<file path="src/rtl/fidus_axi4lite_pkg.sv">
// Shared AXI4-Lite slave definitions: response codes, channel FSM states and
// the byte-strobe merge helper used when committing a write.
package fidus_axi4lite_pkg;

   localparam logic [1:0] RESP_OKAY   = 2'b00;
   localparam logic [1:0] RESP_SLVERR = 2'b10;

   // Widest data bus the merge helper handles; callers zero-extend and truncate.
   localparam int MAX_DW   = 64;
   localparam int MAX_STRB = MAX_DW / 8;

   typedef enum logic [2:0] {
      WR_IDLE,
      WR_HAVE_AW,
      WR_HAVE_W,
      WR_BOTH,
      WR_RESP
   } wr_state_t;

   typedef enum logic {
      RD_IDLE,
      RD_RESP
   } rd_state_t;

   // Replace byte k of i_old with byte k of i_new wherever i_strb[k] is set.
   function automatic logic [MAX_DW-1:0] fStrbMerge(input logic [MAX_DW-1:0]   i_old,
                                                    input logic [MAX_DW-1:0]   i_new,
                                                    input logic [MAX_STRB-1:0] i_strb);
      logic [MAX_DW-1:0] v;
      v = i_old;
      for (int k = 0; k < MAX_STRB; k++) begin
         if (i_strb[k]) v[8*k +: 8] = i_new[8*k +: 8];
      end
      return v;
   endfunction

endpackage

</file>
<file path="src/rtl/fidus_axi4lite_slv_regfile.sv">
// AXI4-Lite slave register file. Word 0 is a read-only ID; the remaining words
// are read/write with byte strobes. Writes commit one edge after both AW and W
// have been captured; reads sample the array before a same-edge commit.
module fidus_axi4lite_slv_regfile
   import fidus_axi4lite_pkg::*;
#(
   parameter int          AWIDTH   = 8,
   parameter int          DWIDTH   = 16,
   parameter int          NUM_REGS = 16,
   parameter logic [63:0] ID_VALUE = 64'hF1D5
) (
   input  logic                         aclk,
   input  logic                         areset,
   input  logic [AWIDTH-1:0]            awaddr,
   input  logic                         awvalid,
   output logic                         awready,
   input  logic [DWIDTH-1:0]            wdata,
   input  logic [DWIDTH/8-1:0]          wstrb,
   input  logic                         wvalid,
   output logic                         wready,
   output logic [1:0]                   bresp,
   output logic                         bvalid,
   input  logic                         bready,
   input  logic [AWIDTH-1:0]            araddr,
   input  logic                         arvalid,
   output logic                         arready,
   output logic [DWIDTH-1:0]            rdata,
   output logic [1:0]                   rresp,
   output logic                         rvalid,
   input  logic                         rready,
   output logic [NUM_REGS*DWIDTH-1:0]   o_regs,
   output logic [NUM_REGS-1:0]          o_wr_pulse
);

   localparam int                ADDR_LSB = $clog2(DWIDTH / 8);
   localparam int                RIDX_W   = $clog2(NUM_REGS);
   localparam logic [DWIDTH-1:0] ID_W     = ID_VALUE[DWIDTH-1:0];

   wr_state_t               r_wr_state, w_wr_next;
   rd_state_t               r_rd_state, w_rd_next;
   logic [AWIDTH-1:0]       r_awaddr;
   logic [DWIDTH-1:0]       r_wdata;
   logic [DWIDTH/8-1:0]     r_wstrb;
   logic [1:0]              r_bresp;
   logic [NUM_REGS-1:0]     r_wr_pulse;
   logic [DWIDTH-1:0]       r_rdata;
   logic [1:0]              r_rresp;

   logic [DWIDTH-1:0]       w_words [NUM_REGS];
   logic [RIDX_W-1:0]       w_widx, w_ridx;
   logic                    w_wslverr, w_rslverr, w_commit;
   logic [DWIDTH-1:0]       w_merged;

   // Address decode: byte-lane bits dropped, anything above the array is an error.
   assign w_widx    = r_awaddr[ADDR_LSB +: RIDX_W];
   assign w_wslverr = ((r_awaddr >> (ADDR_LSB + RIDX_W)) != '0) || (w_widx == '0);
   assign w_ridx    = araddr[ADDR_LSB +: RIDX_W];
   assign w_rslverr = (araddr >> (ADDR_LSB + RIDX_W)) != '0;

   assign w_commit  = (r_wr_state == WR_BOTH) && !w_wslverr;
   assign w_merged  = DWIDTH'(fStrbMerge(MAX_DW'(w_words[w_widx]), MAX_DW'(r_wdata),
                                         MAX_STRB'(r_wstrb)));

   assign awready    = (r_wr_state == WR_IDLE) || (r_wr_state == WR_HAVE_W);
   assign wready     = (r_wr_state == WR_IDLE) || (r_wr_state == WR_HAVE_AW);
   assign bvalid     = (r_wr_state == WR_RESP);
   assign bresp      = r_bresp;
   assign arready    = (r_rd_state == RD_IDLE);
   assign rvalid     = (r_rd_state == RD_RESP);
   assign rdata      = r_rdata;
   assign rresp      = r_rresp;
   assign o_wr_pulse = r_wr_pulse;

   for (genvar gi = 0; gi < NUM_REGS; gi++) begin : g_reg
      if (gi == 0) begin : g_id
         assign w_words[gi] = ID_W;
      end else begin : g_rw
         logic [DWIDTH-1:0] r_word;
         // Word gi: cleared by reset, strobe-merged when a write to it commits.
         always_ff @(posedge aclk) begin
            if (areset)                                  r_word <= '0;
            else if (w_commit && (w_widx == RIDX_W'(gi))) r_word <= w_merged;
         end
         assign w_words[gi] = r_word;
      end
      assign o_regs[gi*DWIDTH +: DWIDTH] = w_words[gi];
   end

   // Write channel next state: collect AW and W in any order, then commit, then B.
   always_comb begin
      w_wr_next = r_wr_state;
      case (r_wr_state)
         WR_IDLE: begin
            if (awvalid && wvalid) w_wr_next = WR_BOTH;
            else if (awvalid)      w_wr_next = WR_HAVE_AW;
            else if (wvalid)       w_wr_next = WR_HAVE_W;
         end
         WR_HAVE_AW: if (wvalid)  w_wr_next = WR_BOTH;
         WR_HAVE_W:  if (awvalid) w_wr_next = WR_BOTH;
         WR_BOTH:                 w_wr_next = WR_RESP;
         WR_RESP:    if (bready)  w_wr_next = WR_IDLE;
         default:                 w_wr_next = WR_IDLE;
      endcase
   end

   // Write channel state, captured AW/W, response code and commit pulse.
   always_ff @(posedge aclk) begin
      if (areset) begin
         r_wr_state <= WR_IDLE;
         r_awaddr   <= '0;
         r_wdata    <= '0;
         r_wstrb    <= '0;
         r_bresp    <= RESP_OKAY;
         r_wr_pulse <= '0;
      end else begin
         r_wr_state <= w_wr_next;
         r_wr_pulse <= '0;
         if (awvalid && awready) r_awaddr <= awaddr;
         if (wvalid && wready) begin
            r_wdata <= wdata;
            r_wstrb <= wstrb;
         end
         if (r_wr_state == WR_BOTH) begin
            r_bresp <= w_wslverr ? RESP_SLVERR : RESP_OKAY;
            if (!w_wslverr && (r_wstrb != '0)) r_wr_pulse[w_widx] <= 1'b1;
         end else if (bvalid && bready) begin
            r_bresp <= RESP_OKAY;
         end
      end
   end

   // Read channel next state: one outstanding read, held until accepted.
   always_comb begin
      w_rd_next = r_rd_state;
      case (r_rd_state)
         RD_IDLE: if (arvalid) w_rd_next = RD_RESP;
         RD_RESP: if (rready)  w_rd_next = RD_IDLE;
         default:              w_rd_next = RD_IDLE;
      endcase
   end

   // Read channel state and response data; rdata is zero whenever R is idle.
   always_ff @(posedge aclk) begin
      if (areset) begin
         r_rd_state <= RD_IDLE;
         r_rdata    <= '0;
         r_rresp    <= RESP_OKAY;
      end else begin
         r_rd_state <= w_rd_next;
         if (arvalid && arready) begin
            r_rdata <= w_rslverr ? '0 : w_words[w_ridx];
            r_rresp <= w_rslverr ? RESP_SLVERR : RESP_OKAY;
         end else if (rvalid && rready) begin
            r_rdata <= '0;
            r_rresp <= RESP_OKAY;
         end
      end
   end

endmodule

</file>
<file path="config.mk">
export PLATFORM = sky130hd
export DESIGN_NAME = fidus_axi4lite_slv_regfile
export DESIGN_NICKNAME = d
export VERILOG_FILES = /design/src/rtl/fidus_axi4lite_pkg.sv /design/src/rtl/fidus_axi4lite_slv_regfile.sv
export SDC_FILE = /design/constraint.sdc
export NUM_CORES = 1
export LEC_CHECK = 0
export CORE_UTILIZATION = 30
export CTS_CLUSTER_DIAMETER = 100
export DETAILED_ROUTE_END_ITERATION = 10
export PLACE_DENSITY = 0.62
export SYNTH_ARGS = -nofsm -noshare
export SYNTH_HDL_FRONTEND = slang
export SYNTH_SLANG_ARGS = --single-unit
</file>
<file path="constraint.sdc">
create_clock -name aclk -period 3.7 [get_ports aclk]
set_input_delay 0.74 -clock aclk [delete_from_list [all_inputs] [get_ports aclk]]
set_output_delay 0.74 -clock aclk [all_outputs]
set_load 0.03 [all_outputs]
</file>
==> out/qor.yml, run 1 <==
yosys:
  synth_top_area_frac: 0.418
  netlist_top_cells_area: "dfxtp_1, mux4_2, mux2i_1"
  synth_edf_count: 0
  ys_ff_latch: 303
  synth_top_area_cell: "dfxtp_1"
  synthXorXnorAreaFrac: 0
  synth_warnings: 0
  async_flop_share: 0
  synthMuxAreaShare: 0.189
  synth_top_family_by_area: "compound AO/OA/AOI/OAI gates"
  avgSynthCellArea_um2: 9.76
  synth-compound-area-share: 0.199
  synth_cell_types: 66
  ys.flop_type: "dfxtp_1"
  syn_inst: 1485
  yosysSeqAreaShare: 0.418
  synth_area_um2: 14500
  synth-simple-area-share: 0.141
  synth_fa_ha_area_frac: 0
min_path:
  hold_path_end: "r_wdata[10]"
  hp-class: "reg2reg"
  worst_hold_path.num_cells: 2
  hp-start: "r_wdata[10]"
timing:
  post-route-min-period_ns: 2.89
  hold_violations: 0
  rsz0062_at_grt: "false"
  relSlewSlack: 0.272
  finalSetupTns_ns: 0
  slew_viol_final: 0
  setup_viol: 0
  clock_skew_ns: 0.0184
  worst_slew_pin_slew_ns: 1.09
  fin_crit_sh: 0.781
  max_freq_ghz: 0.346
global_routing:
  antenna_found_initial: 2
  grt-ovfl-total: 0
  track_usage: 0.254
  grt_pass1_wl_um: 92300
  grt_max_degree: 57
  first_global_vias: 13151
finish:
  drive_gt1_frac: 0.156
  final_core_util: 0.410
  area_growth_pct: 35.0
  nNetsFinal: 1828
  layout_common_cells: "clkdlybuf4s50_1, dfxtp_1, nand2_1, nand3_1, o21ai_0"
  final_common_cell: "clkdlybuf4s50_1"
  n_fill_cell: 4633
worst_setup_path:
  cp.arrival_ns: 3.36
  path_common_cell: "a31o_2"
  ff2ff_path_depth: 6
  timing.rr.start: "r_awaddr[3]"
  crit_path_end_kind: "flop"
  startpoint_type: "flop"
  crit_path_max_fanout: 18
  ff2ff_setup_slack_ns: 0.81
  cpPeakStageDelay_ns: 0.98
  path_cells: "buf_4 > and2b_1 > a222oi_1 > a31o_2 > a31o_2 > o21ai_0"
  worstSetupPathType: "reg2reg"
  cp_slowest_cell: "dfxtp_1"
  r2r_end: "g_reg[8].g_rw.r_word[11]"
  worstPathRequired_ns: 4.17
die:
  die_w_um: 222
  core_area_um2: 47700
  initial_core_util: 0.304
  dieArea_um2: 49200
  die_h_um: 222
  io_pins: 338
  rows: 80
clock_tree:
  cts.sinks: 303
  cts_tree: "built"
  insertion_delay_ns: 0.57
  cts_resized: 0
  cts_setup_buffers: 0
  root_buffer: "clkbuf_16"
  htree_levels: 2
  clkSlewWorstSetupHoldPaths_ns: 0.06
  cts_buffer_depth: 3
  cts_made_buffers: 37
  cts_hold_buffers: 0
route:
  initialDrtViolationCount: 1654
  routed_wl_um: 63900
  vias: 13971
  vias_per_cell: 5.74
  first_pass_iters: 6
  ant_nets: 0
  drc_errors: 0
  wl_per_cell_um: 26.3
placement:
  dp_hpwl_um: 47700
  routabilityCongestion: 0.941
  portBuffers: 317
power:
  peakVddDrop_mv: 0.319
  leakagePower_nw: 6.80
  pwr-share-seq: 0.413
  pwr-share-clk: 0.464
  p_sw_frac: 0.276
  powerDensity_nw_per_um2: 420
  p_int_mw: 5.96
  comb_power_share: 0.123
  power.switching_mw: 2.27
run_status:
  outcome: "completed"
job:
  drv_cap: 0
[how the worst max path moves through the flow]
stage,start,end,cells past startpoint
after floorplan,araddr[1],rdata[0],5
after global placement,araddr[1],rdata[3],6
after detailed placement,araddr[1],rdata[9],6
after CTS,r_wr_state[2],bvalid,3
after global routing,r_awaddr[3],g_reg[12].g_rw.r_word[11],6
final,r_awaddr[3],g_reg[8].g_rw.r_word[11],6
[critical path: cells and delay by family (launching register included)]
kind            cells  cell delay [ns]
buf+inv             1             0.28
flops               1             0.98
simple gates        1             0.48
compound gates      4             1.04
[sequential cells by signal, indices dropped and copies added, names as in the netlist]
| signal | flops |
|---|---|
| bresp | 1 |
| g.g_rw.r_word | 240 |
| r_wr_state | 3 |
| o_wr_pulse | 16 |
| rvalid | 1 |
| r_awaddr | 7 |
| rresp | 1 |
| r_wstrb | 2 |
| rdata | 16 |
| r_wdata | 16 |
[routing by layer]
layer	vias to the layer above	share of wire	GRT usage
met1	6786	0.40	0.324
met3	161	0.11	0.0849
met4	2	0.045	0.106
met5	-	0.00020	0
li1	6134	-	-
met2	888	0.44	0.390
[synth_stat cells, types with 5 or more instances]
cell	count
or2_2	6
mux2i_1	73
a21o_1	11
o22ai_1	5
a221o_1	5
inv_1	5
o21a_1	8
o221a_2	5
o21ai_1	87
o311ai_0	6
clkbuf_1	69
a22oi_1	11
buf_6	6
nor2b_1	14
nor2_1	65
o221ai_1	7
o211ai_1	9
a21oi_1	43
buf_4	30
and3_1	9
buf_1	7
nand2_1	144
buf_2	25
and2_1	9
nor3_1	7
mux4_2	75
dfxtp_1	303
a22o_1	57
o211ai_2	7
a21oi_2	6
nand2b_1	17
a221oi_1	7
a2111oi_0	12
mux2_2	28
a211o_1	8
nand3_1	138
o21ai_0	108
[per-stage QoR]
step	setup WS [ns]	instance area, um2	cells	power, mW	hold WS, ns
floorplan	1.31	14600	1502	4.11	0.431
global placement	0.735	18300	2363	4.44	0.443
detailed placement	0.694	18300	2363	4.45	0.447
CTS	0.904	19600	2431	8.24	0.457
global route	0.810	19600	2432	8.46	0.473
finish	0.811	19600	2432	8.23	0.458
[power groups by stage]
stage               Clock (mW)  Sequential, mW  Combinational (mW)
CTS                       3.86            3.39               0.988
global route              4.00            3.40                1.06
finish                    3.82            3.40                1.01
global placement             0            3.46               0.976
detailed placement           0            3.46               0.985
floorplan                    0            3.42               0.690
[cell families (layout without fill, tap and decap cells)]
| family | Yosys count | count (layout) |
|---|---|---|
| multiplexers | 176 | 176 |
| flip-flops | 303 | 303 |
| buffers and inverters | 145 | 459 |
| AND/OR/NAND/NOR | 433 | 433 |
| other | 2 | 20 |
| AO/OA/AOI/OAI | 426 | 426 |
[layout make-up]
type,count,area (um2),area share
sequential,303,6070,0.310
clock buffer,51,1100,0.0562
antenna,1,2.50,0.000128
multi-input combinational,1054,7740,0.395
inverter,6,25.0,0.00128
tap,615,769,0.0393
clock inverter,17,184,0.00939
timing repair buffer,385,3680,0.188
(Power assumes the default switching activity.)
==> run 2: changes to the inputs <==
--- a/config.mk
+++ b/config.mk
@@ -8,7 +8,7 @@
 export CORE_UTILIZATION = 30
 export CTS_CLUSTER_DIAMETER = 100
 export DETAILED_ROUTE_END_ITERATION = 10
-export PLACE_DENSITY = 0.62
+export PLACE_DENSITY = 0.63
 export SYNTH_ARGS = -nofsm -noshare
 export SYNTH_HDL_FRONTEND = slang
 export SYNTH_SLANG_ARGS = --single-unit
==> constraint.sdc (replaced) <==
create_clock -name aclk -period 2.5 [get_ports aclk]
set_input_delay 0.5 -clock aclk [delete_from_list [all_inputs] [get_ports aclk]]
set_output_delay 0.5 -clock aclk [all_outputs]
set_load 0.03 [all_outputs]
==> run 2 against run 1 <==
Critical endpoint is now g_reg[1].g_rw.r_word[3]. Largest cell class unchanged. Via count rose by 0.67%. Count of clock-buffer cells in the layout rose by 3. Critical path type unchanged. Sequential power rose by 46%. Non-clock buffer count rose by 52. Combinational power rose by 64%. Sequential cell count did not move. Highest routed layer is now met4.
==> out/qor.yml, run 2 (same netlist as run 1, synthesis figures left out) <==
run_status:
  outcome: "completed"  # unchanged
die:
  dieArea_um2: 49200  # unchanged
  rows: 80  # unchanged
  die_h_um: 222  # unchanged
  io_pins: 338  # unchanged
  core_area_um2: 47700  # unchanged
  initial_core_util: 0.304  # unchanged
  die_w_um: 222  # unchanged
power:
  powerDensity_nw_per_um2: 604  # was 420 nW/um2
  design_power_total_mw: 12.1  # was 8.23 mW
  leakagePower_nw: 7.08  # was 6.80 nW
  peakVddDrop_mv: 0.384  # was 0.319 mV
clock_tree:
  cts.sinks: 303  # unchanged
  cts_hold_buffers: 0  # unchanged
  cts_tree: "built"  # unchanged
  cts_buffer_depth: 3  # unchanged
  htree_levels: 2  # unchanged
  cts_made_buffers: 37  # unchanged
  clkSlewWorstSetupHoldPaths_ns: 0.06  # about the same
  insertion_delay_ns: 0.55  # was 0.57 ns
  cts_setup_buffers: 0  # unchanged
  root_buffer: "clkbuf_16"  # unchanged
global_routing:
  first_global_vias: 13627  # was 13151
  grt-ovfl-total: 0  # unchanged
  track_usage: 0.259  # was 0.254
  antenna_found_initial: 1  # was 2
  grt_pass1_wl_um: 94800  # was 92300 um
  grt_max_degree: 40  # was 57
route:
  first_pass_iters: 6  # unchanged
  vias: 14065  # was 13971
  wl_per_cell_um: 26.3  # about the same
  routed_wl_um: 65400  # was 63900 um
  drc_errors: 0  # unchanged
  vias_per_cell: 5.66  # was 5.74
  initialDrtViolationCount: 1432  # was 1654
  ant_nets: 0  # unchanged
placement:
  pre_cts_ws_ns: 0.0275  # was 0.694 ns
  routabilityCongestion: 0.937  # was 0.941
  placedCellCount: 2415  # was 2363
  dp_hpwl_um: 49600  # was 47700 um
  portBuffers: 317  # unchanged
  place_area_um2: 18800  # was 18300 um2
worst_setup_path:
  cp.arrival_ns: 2.78  # was 3.36 ns
  ff2ff_path_depth: 6  # unchanged
  timing.rr.start: "r_wr_state[0]"  # was r_awaddr[3]
  worstPathRequired_ns: 2.90  # was 4.17 ns
  crit_path_end_kind: "flop"  # unchanged
  startpoint_type: "flop"  # unchanged
  r2r_end: "g_reg[1].g_rw.r_word[3]"  # was g_reg[8].g_rw.r_word[11]
  ff2ff_setup_slack_ns: 0.12  # was 0.81 ns
  worstSetupPathType: "reg2reg"  # unchanged
  crit_path_max_fanout: 27  # was 18
finish:
  area_growth_pct: 38.2  # was 35.0%
  nNetsFinal: 1880  # was 1828
  final_core_util: 0.420  # was 0.410
  final_common_cell: "clkdlybuf4s50_1"  # unchanged
  n_fill_cell: 4534  # was 4633
  layout_common_cells: "clkdlybuf4s50_1, dfxtp_1, nand2_1, nand3_1, buf_4"  # was clkdlybuf4s50_1, dfxtp_1, nand2_1, nand3_1, o21ai_0
  final_cell_area_um2: 20000  # was 19600 um2
  multiInputGateArea_um2: 7740  # about the same
  top_register: "g.g_rw.r_word"  # unchanged
  instances_no_fill: 2484  # was 2432
  largest_reg_flops: 240  # unchanged
  seqCellArea_um2: 6070  # unchanged
  drive_gt1_frac: 0.179  # was 0.156
timing:
  setup_viol: 0  # unchanged
  slew_viol_final: 0  # unchanged
  relSlewSlack: 0.213  # was 0.272
  fin_crit_sh: 0.951  # was 0.781
  layout_setup_ws_ns: 0.123  # was 0.811 ns
  clock_skew_ns: 0.0266  # was 0.0184 ns
  rsz0062_at_grt: "false"  # unchanged
  finalSetupTns_ns: 0  # unchanged
  hold_violations: 0  # unchanged
  holdWs_ns: 0.409  # was 0.458 ns
  worst_slew_pin_slew_ns: 1.18  # was 1.09 ns
  max_freq_ghz: 0.421  # was 0.346 GHz
  post-route-min-period_ns: 2.38  # was 2.89 ns
min_path:
  hp-class: "in2reg"  # was reg2reg
  worst_hold_path.num_cells: 2  # unchanged
  hp-start: "areset"  # was r_wdata[10]
  hold_path_end: "rresp[1]"  # was r_wdata[10]
job:
  drv_cap: 0  # unchanged
-- run 2: layout make-up --
| cell class | count | area share |
|---|---|---|
| sequential | 303 | 0.303 |
| clock buffer | 54 | 0.0565 |
| tap | 615 | 0.0384 |
| inverter | 6 | 0.00125 |
| antenna | 1 | 0.000125 |
| multi-input combinational | 1054 | 0.386 |
| timing repair buffer | 437 | 0.209 |
| clock inverter | 14 | 0.00543 |
-- run 2: worst max path at each step --
stage                  startpoint                         to  slack, ns  depth (start not counted)
floorplan               araddr[1]                  rdata[12]       0.35                          5
global placement        araddr[6]                  rdata[10]       0.04                          5
detailed placement      araddr[6]                   rdata[5]       0.03                          5
CTS                 r_wr_state[2]                    awready     0.0001                          2
global route        r_wr_state[0]  g_reg[13].g_rw.r_word[11]      0.004                          6
finish              r_wr_state[0]    g_reg[1].g_rw.r_word[3]       0.12                          6
-- run 2: critical path: stages, from the launching register on --
cell and delay (ns):
dfxtp_1 0.44, and2_0 0.46, and3_1 0.55, nand2_1 0.31, buf_12 0.26, nand3_1 0.10, o211ai_1 0.09
-- run 2: report_power, final --
part | switching, mW | leakage [nW] | internal, mW
Clock | 2.21 | 0.609 | 3.25
Sequential | 0.0846 | 2.45 | 4.89
Combinational | 1.04 | 4.02 | 0.620
-- run 2: per-layer routing --
metal,vias to the layer above,GRT usage,share of wire
li1,6263,-,-
met1,6840,0.335,0.40
met2,826,0.404,0.45
met3,136,0.0754,0.11
met4,0,0.109,0.038
met5,-,0,0
-- run 2: timing repair --
item	4_1_cts	5_1_grt
gates resized for setup	1	2
hold endpoints to repair	0	0
endpoints found under the setup margin	1	7
cloned	0	0
